<file path="config.mk">
export PLATFORM = sky130hd
export DESIGN_NAME = mem_port_arbiter
export DESIGN_NICKNAME = d
export VERILOG_FILES = /design/src/rtl/mips_pkg.sv /design/src/rtl/mem_port_arbiter_pick.sv /design/src/rtl/mem_port_arbiter.sv
export SDC_FILE = /design/constraint.sdc
export NUM_CORES = 1
export LEC_CHECK = 0
export CAP_MARGIN = 10
export CORE_MARGIN = 2
export CORE_UTILIZATION = 25
export CTS_BUF_LIST = sky130_fd_sc_hd__clkbuf_2
export DETAILED_ROUTE_END_ITERATION = 8
export GPL_TIMING_DRIVEN = 1
export PLACE_DENSITY = 0.51
export SYNTH_ARGS = -nofsm -noshare
export SYNTH_HDL_FRONTEND = slang
export SYNTH_SLANG_ARGS = --single-unit
</file>
<file path="constraint.sdc">
create_clock -name clk -period 2.2 [get_ports clk]
set_clock_uncertainty 0.15 [all_clocks]
set_input_delay 0.44 -clock clk [delete_from_list [all_inputs] [get_ports clk]]
set_output_delay 0.44 -clock clk [all_outputs]
set_load 0.01 [all_outputs]
</file>
<file path="src/rtl/mips_pkg.sv">
// Shared types for the MIPS memory-port arbiter: word/byte types, FSM and
// requester encodings, and the registered access descriptor.
package mips_pkg;

  typedef logic [31:0] word_t;
  typedef logic [7:0]  byte_t;

  typedef enum logic [1:0] {IDLE, WAIT, RESP} arb_state_e;
  typedef enum logic {REQ_FETCH, REQ_DATA} req_id_e;

  localparam int MAX_MEM_LAT = 7;
  localparam int LAT_W       = $clog2(MAX_MEM_LAT + 1);

  // Access latched at grant time; the address is already word-aligned.
  typedef struct packed {
    word_t   addr;
    logic    we;
    req_id_e owner;
  } access_t;

  function automatic word_t word_align(input word_t addr);
    return {addr[31:2], 2'b00};
  endfunction

endpackage

</file>
<file path="src/rtl/mem_port_arbiter_pick.sv">
// Combinational requester picker for mem_port_arbiter. ARB_ROUND_ROBIN_EN
// selects round-robin on contention; otherwise data has fixed priority.
module mem_arb_pick
  import mips_pkg::*;
(
  input  logic if_req,
  input  logic d_req,
  input  logic halted,
  input  logic last_data,
  output logic gnt_valid,
  output logic gnt_data
);

  logic fetch_ok;

  assign fetch_ok = if_req & ~halted;

  // NOTE: every output of a combinational block gets a default first, so no
  // path through the if/else can leave it unassigned and infer a latch.
  always_comb begin
    gnt_valid = fetch_ok | d_req;
    gnt_data  = 1'b0;
`ifdef ARB_ROUND_ROBIN_EN
    if (d_req && fetch_ok) begin
      gnt_data = ~last_data;
    end else if (d_req) begin
      gnt_data = 1'b1;
    end
`else
    if (d_req) begin
      gnt_data = 1'b1;
    end
`endif
  end

`ifndef ARB_ROUND_ROBIN_EN
  logic unused_last;
  assign unused_last = last_data;
`endif

endmodule

</file>
<file path="src/rtl/mem_port_arbiter.sv">
// Shares one byte-laned memory port between fetch and load/store requesters.
// ARB_ROUND_ROBIN_EN enables round-robin arbitration (default: data priority).
module mem_port_arbiter
  import mips_pkg::*;
#(
  parameter int MEM_LAT = 1
) (
  input  logic        clk,
  input  logic        rst_b,
  input  logic        halted,
  input  logic        if_req,
  input  logic [31:0] if_addr,
  output logic        if_gnt,
  output logic        if_rvalid,
  output logic [31:0] if_rdata,
  input  logic        d_req,
  input  logic        d_we,
  input  logic [31:0] d_addr,
  input  logic [31:0] d_wdata,
  output logic        d_gnt,
  output logic        d_rvalid,
  output logic [31:0] d_rdata,
  output logic [31:0] mem_addr,
  output logic [7:0]  mem_data_in [0:3],
  input  logic [7:0]  mem_data_out [0:3],
  output logic        mem_write_en,
  output logic        busy,
  output logic        misalign_err
);

  arb_state_e           state, state_next;
  access_t              acc;
  logic [LAT_W-1:0]     cnt;
  logic                 pick_valid, pick_data;
  logic                 grant;
  logic                 last_data;
  word_t                req_addr;
  word_t                rd_word;

  mem_arb_pick u_pick (
    .if_req    (if_req),
    .d_req     (d_req),
    .halted    (halted),
    .last_data (last_data),
    .gnt_valid (pick_valid),
    .gnt_data  (pick_data)
  );

  assign req_addr = pick_data ? d_addr : if_addr;
  assign rd_word  = {mem_data_out[0], mem_data_out[1], mem_data_out[2], mem_data_out[3]};
  assign mem_addr = acc.addr;
  assign busy     = (state != IDLE);

  // NOTE: sequential state uses non-blocking assignments so every register
  // samples the pre-edge values of the others, independent of block order.
  always_ff @(posedge clk or negedge rst_b) begin
    if (!rst_b) begin
      state <= IDLE;
    end else begin
      state <= state_next;
    end
  end

  always_comb begin
    state_next   = state;
    grant        = 1'b0;
    if_gnt       = 1'b0;
    d_gnt        = 1'b0;
    if_rvalid    = 1'b0;
    d_rvalid     = 1'b0;
    mem_write_en = 1'b0;
    unique case (state)
      IDLE: begin
        if (pick_valid) begin
          grant      = 1'b1;
          d_gnt      = pick_data;
          if_gnt     = ~pick_data;
          state_next = WAIT;
        end
      end
      WAIT: begin
        // Store strobe only on the first WAIT cycle, while cnt is still full.
        mem_write_en = acc.we && (cnt == LAT_W'(MEM_LAT));
        if (cnt == '0) begin
          state_next = RESP;
        end
      end
      RESP: begin
        d_rvalid   = (acc.owner == REQ_DATA);
        if_rvalid  = (acc.owner == REQ_FETCH);
        state_next = IDLE;
      end
      default: state_next = IDLE;
    endcase
  end

  // NOTE: the store-lane registers are outputs that must read 0 in reset, so
  // the small array is reset element by element rather than left undefined.
  always_ff @(posedge clk or negedge rst_b) begin
    if (!rst_b) begin
      acc          <= '0;
      cnt          <= '0;
      misalign_err <= 1'b0;
      if_rdata     <= '0;
      d_rdata      <= '0;
      for (int i = 0; i < 4; i++) begin
        mem_data_in[i] <= '0;
      end
    end else if (grant) begin
      acc.addr  <= word_align(req_addr);
      acc.we    <= pick_data & d_we;
      acc.owner <= pick_data ? REQ_DATA : REQ_FETCH;
      cnt       <= LAT_W'(MEM_LAT);
      if (req_addr[1:0] != 2'b00) begin
        misalign_err <= 1'b1;
      end
      // Big-endian lane order: lane 0 carries the most significant byte.
      if (pick_data && d_we) begin
        for (int i = 0; i < 4; i++) begin
          mem_data_in[i] <= d_wdata[31-8*i -: 8];
        end
      end
    end else if (state == WAIT) begin
      if (cnt != '0) begin
        cnt <= cnt - LAT_W'(1);
      end else if (acc.owner == REQ_DATA) begin
        d_rdata <= acc.we ? '0 : rd_word;
      end else begin
        if_rdata <= rd_word;
      end
    end
  end

`ifdef ARB_ROUND_ROBIN_EN
  always_ff @(posedge clk or negedge rst_b) begin
    if (!rst_b) begin
      last_data <= 1'b0;
    end else if (grant) begin
      last_data <= pick_data;
    end
  end
`else
  assign last_data = 1'b0;
`endif

endmodule

</file>
==> flow_summary.yaml, run 1 <==
route:
  ant_nets: 0
  wl_per_cell_um: 15.9
  drc: 0
  viasPerCell: 4.12
  drtIter0Drc: 110
  first_pass_iters: 4
  vias: 4166
  wirelength_um: 16100
cts:
  clockBufferDepth: 2
  cts_tree: "built"
  path_clk_slew_ns: 0.20
  clk_latency_ns: 0.66
  numCtsBuffers: 17
  cts_root_buf: "clkbuf_2"
  cts_htree_levels: 4
  clock-sinks: 134
finish:
  drive_above_1_share_pct: 20.4
  final_util_pct: 38.7
  diodes: 0
  nets: 817
  final_cell_area_mm2: 0.00907
  area_delta_synth_final_pct: 52.3
critical_path:
  required_ns: 1.61
  worstSetupStartpointType: "register"
  max_stage_delay_ns: 0.45
  path_class: "reg2out"
  arrival_ns: 1.68
  critPathCaptureType: "output port"
  cp_cell_sequence: "nor2_2 -> buf_6 -> nand2_2 -> nor2_1 -> buf_2"
  rr_worst_depth: 7
  crit_path_max_fanout: 3
  crit_slowest_cell: "dfrtp_1"
placement:
  io_buffers: 266
  placed_cell_area_mm2: 0.00886
  dp_hpwl_um: 11700
  place_congestion: 0.705
yosys:
  ys_top_cells_by_count: "dfrtp_1 (134), mux2_1 (89), mux2_2 (67), buf_4 (41), nor2b_1 (35)"
  synth_largest_type_area_fraction_pct: 56.3
  synth_area_leaders: "dfrtp_1 (56%), mux2_1 (17%), mux2_2 (13%), buf_4 (5.2%), nor2b_1 (3.7%)"
  ys_seq_area_share_pct: 56.3
  synthArstFlopShare_pct: 100
  ys_seq_elements: 134
  yosysWarnings: 0
  synth-main-ff-cell: "dfrtp_1"
  synth_edf_count: 0
  syn_area_mm2: 0.00595
  syn_avg_cell_area_um2: 14.3
  synth_cell_types: 29
  synth_top_area_cell: "dfrtp_1"
  yosysMostFrequentCell: "dfrtp_1"
  synth_cells: 417
floorplan:
  core_mm2: 0.0234
  dieArea_mm2: 0.0251
  initial_core_util_pct: 25.4
  dieHeight_um: 158
  rows: 56
  io_pins: 269
  fp.dieW_um: 158
power:
  clkPwrFrac_pct: 13.3
  leakagePower_uw: 0.00399
  p_sw_share_pct: 35.5
  p_sw_uw: 3880
  combPwrFrac_pct: 47.2
  power.density_mw_per_mm2: 1200
  internal_power_uw: 7040
  seqPwrFrac_pct: 39.5
  ir_drop_uv: 386
global_route:
  grt_pass1_wl_um: 24900
  track_usage_pct: 13.0
  grt_pass1_vias: 4590
  grt_max_degree: 55
  antenna_found_initial: 0
  grt.overflow.total: 0
timing:
  fin_crit_ns: 2.27
  fin_setup_tns_ns: -0.137
  finalSetupViolCount: 3
  timing.final.crit_share_pct: 103
  finalHoldViolations: 0
  rsz0062_at_grt: "true"
  fin_ws_ns: -0.0719
  slew_viol_final: 0
  fmax_ghz: 0.440
worst_hold_path:
  hold_depth: 3
  hold_path_class: "in2reg"
status:
  status: "finished with violations"
  violations: "negative setup slack"
job:
  max_cap_violations: 0
state kept, by name (all words and copies together) (netlist names):
signal / count
mem_data_in: 32
d_rdata: 32
mem_addr: 30
misalign_err: 1
cnt: 3
if_rdata: 32
acc: 2
state: 2
final timing paths:
| path | startpoint | to | slack, ns |
|---|---|---|---|
| hold / removal | d_req | acc[0] | 0.14 |
| max in group asynchronous | rst_b | mem_addr[18] | 0.81 |
| min in group asynchronous | rst_b | cnt[1] | 0.59 |
| setup / recovery | state[1] | if_gnt | -0.07 |
| setup reg to reg | state[1] | mem_data_in[28] | 0.22 |
| hold reg to reg | misalign_err | misalign_err | 0.33 |
power groups by stage:
stage          registers (uW)  clock network, uW  logic [uW]
3_3_place_gp             4380                  0        5790
3_5_place_dp             4440                  0        5840
6_report                 4320               1450        5150
5_1_grt                  4500               1670        5630
4_1_cts                  4340               1550        5230
2_1_floorplan            4760                  0        2390
metrics by stage:
step	cells	total power, uW	hold WS [ns]	worst slack [ns]
floorplan	418	7150	-0.00559	0.355
CTS	1010	11100	0.0337	-0.191
finish	1011	10900	0.137	-0.0719
global route	1011	11800	0.0468	-0.236
detailed placement	967	10300	0.202	-0.200
global placement	967	10200	0.198	-0.181
final cells by class:
cell class,instances,area [um2]
clock inverters,14,135
well taps,319,399
multi-input cells,227,2240
fillers,2326,14300
repair buffers,296,2840
flip-flops and latches,134,3350
inverters,4,17.5
clock buffers,17,85.1
kinds of logic after synthesis:
family	synth area share [%]
AND/OR/NAND/NOR	5.59
multiplexers	29.5
buffers and inverters	6.64
adder cells (fa/ha/maj)	0.631
AO/OA/AOI/OAI	1.24
other	0.0630
flip-flops	56.3
layer usage:
metal	share of wire (%)	wire (um)	up-vias	GRT usage (%)
li1	-	-	1942	-
met1	43	6860	2057	15.6
met2	48	7780	160	22.3
met3	8.2	1320	7	4.68
met4	0.93	150	0	3.47
met5	0	0	-	0
worst max-delay path: cells and delay by family, from the launching register on:
family	cells	cell delay, ns
buffers and inverters	2	0.29
and+or+nand+nor	3	0.29
DFF	1	0.45
layout by cell type, fill, tap and decap left out, types with 2 or more instances in the layout:
cell             count
clkinv_4             2
buf_4               19
nand2_1              2
conb_1               2
clkdlybuf4s50_1    131
clkbuf_2            17
inv_6                2
a21oi_1              3
buf_2                3
nor2_1               2
clkinvlp_4           2
dlygate4sd2_1      127
buf_6                5
clkinv_1             4
o21ai_0              4
buf_12               9
dfrtp_1            134
dlygate4sd3_1        2
nand3_1              2
a21o_1               3
mux2_2              67
inv_1                2
clkinv_2             2
ha_1                 3
mux2_1              89
nor2b_1             35
bufinv_16            2
timing repair:
item | CTS | global route
gates cloned | 0 | 0
pin swaps | 2 | 2
hold buffers | 3 | 0
gates resized for setup | 165 | 3
setup endpoints to repair | 133 | 6
buffers inserted | 9 | 1
endpoints found under the hold margin | 134 | 0
Power figures use the tool's default switching activity.
==> run 2, diff against run 1 <==
- CTS_CLUSTER_SIZE: unset -> 25
==> results of run 2 <==
The final DEF is identical to that of run 1; final timing and power are the same.
==> run 3, diff against run 2 <==
- GPL_TIMING_DRIVEN: 1 -> 0
==> flow_summary.yaml, run 3 (synthesis results as in run 1) <==
status:
  status: "finished with violations"
  violations: "negative setup slack"
finish:
  layout_common_cells: "dfrtp_1 (131), clkdlybuf4s50_1 (131), dlygate4sd2_1 (97)"
  final_cell_area_mm2: 0.00947
  stdcell_count: 1061
  reg.largest.list: "d_rdata x32, if_rdata x32, mem_data_in x32"
  drive_above_1_share_pct: 28.2
  fill_cells: 2332
  area_delta_synth_final_pct: 59.1
  nets: 865
timing:
  worstMarginPinSlew_ns: 0.563
  slew_viol_final: 0
  relSlewSlack_pct: 62.5
  rsz0062_at_grt: "true"
  fmax_ghz: 0.450
  fin_ws_ns: -0.0230
  finalSetupViolCount: 2
  timing.final.crit_share_pct: 101
  fin_crit_ns: 2.22
  finalHoldViolations: 0
cts:
  cts_root_buf: "clkbuf_2"
  clk_latency_ns: 0.66
  cts_tree: "built"
  clockBufferDepth: 2
  numCtsBuffers: 17
  clock-sinks: 134
  cts_htree_levels: 4
  path_clk_slew_ns: 0.22
global_route:
  grt_pass1_vias: 4706
  grt_max_degree: 83
  grt_pass1_wl_um: 25600
  grt.overflow.total: 0
  track_usage_pct: 13.3
  antenna_found_initial: 1
critical_path:
  arrival_ns: 1.63
  worstSetupStartpointType: "register"
  path_class: "reg2out"
  required_ns: 1.61
  critPathCaptureType: "output port"
  crit_path_max_fanout: 3
power:
  ir_drop_uv: 384
  p_sw_uw: 4060
  p_sw_share_pct: 34.5
  power.density_mw_per_mm2: 1240
  leakagePower_uw: 0.00419
  combPwrFrac_pct: 48.3
  seqPwrFrac_pct: 36.9
  clkPwrFrac_pct: 14.8
  internal_power_uw: 7710
route:
  drtIter0Drc: 119
  wl_per_cell_um: 15.6
  drc: 0
  viasPerCell: 4.14
  vias: 4389
  ant_nets: 0
  wirelength_um: 16600
  first_pass_iters: 4
placement:
  place_congestion: 0.711
  io_buffers: 265
  dp_hpwl_um: 12400
  dpl.cell_count: 1003
  placed_cell_area_mm2: 0.00904
floorplan:
  io_pins: 269
  dieArea_mm2: 0.0251
  core_mm2: 0.0234
  rows: 56
  dieHeight_um: 158
  fp.dieW_um: 158
  initial_core_util_pct: 25.4
worst_hold_path:
  hold_path_class: "in2reg"
job:
  max_cap_violations: 0
## run 3: cell types whose count changed in the layout (fill, tap and decap cells not counted), moves of 3 or more
cell	change
buf_4	+35
clkbuf_2	+13
clkbuf_1	+3
clkinv_1	-4
clkinvlp_4	+3
buf_12	-8
clkdlybuf4s15_1	+18
dlygate4sd2_1	-30
dfrtp_1	-3
dfrtp_2	+3
buf_6	+12
## run 3: power by group through the flow
stage	Combinational, uW	Clock [uW]	Sequential (uW)
3_5_place_dp	6170	0	4450
6_report	5690	1740	4340
2_1_floorplan	2390	0	4760
3_3_place_gp	6080	0	4380
5_1_grt	6220	1970	4520
4_1_cts	5720	1860	4350
## run 3: per-stage QoR
step / hold slack, ns / utilization [%] / power (uW) / worst slack (ns) / setup TNS [ns]
6_report: 0.199 / 40.5 / 11800 / -0.0230 / -0.0384
2_1_floorplan: -0.00559 / - / 7150 / 0.355 / 0
3_5_place_dp: 0.281 / 38.6 / 10600 / -0.389 / -6.19
4_1_cts: 0.0728 / 40.1 / 11900 / -0.208 / -1.37
3_3_place_gp: 0.292 / 38.5 / 10500 / -4.93 / -664.96
5_1_grt: 0.0827 / 40.5 / 12700 / -0.231 / -1.06
## run 3: what timing repair did
item,in CTS,in global routing
hold buffers,3,0
hold endpoints to repair,134,0
setup buffers,15,8
setup endpoints to repair,133,80
pin swaps,3,5
gates resized for setup,203,31
cloned,0,1
## run 3: cell type report
type                            count  area, um2  area share, %
Sequential cell                   134       3360           35.4
Timing Repair Buffer              292       2730           28.8
Multi-Input combinational cell    227       2290           24.1
Tap cell                          319        399           4.21
Buffer                             52        392           4.14
Clock inverter                     14        198           2.09
Clock buffer                       18       90.1          0.951
Inverter                            4       15.0          0.159
Antenna cell                        1       2.50         0.0264
## run 3: worst paths after layout
path,start,to,slack (ns),cells after the start
max,state[1],if_gnt,-0.02,4
min,d_wdata[10],mem_data_in[10],0.20,2
max reg2reg,cnt[1],d_rdata[26],0.06,8
min reg2reg,misalign_err,misalign_err,0.33,1
max in group asynchronous,rst_b,if_rdata[17],0.15,4
min in group asynchronous,rst_b,if_rdata[18],0.63,3
## run 3: critical path: stages (launching register included)
cell	delay [ns]
dfrtp_2	0.49
nor2_4	0.18
nand2_2	0.08
nor2_4	0.12
buf_6	0.11
## run 3: per-layer routing
layer / vias to the layer above / global-route usage (%) / share of wire (%)
met3: 8 / 5.23 / 8.9
met4: 0 / 3.90 / 0.98
met2: 168 / 22.7 / 49
li1: 2032 / - / -
met1: 2181 / 15.5 / 41
met5: - / 0 / 0
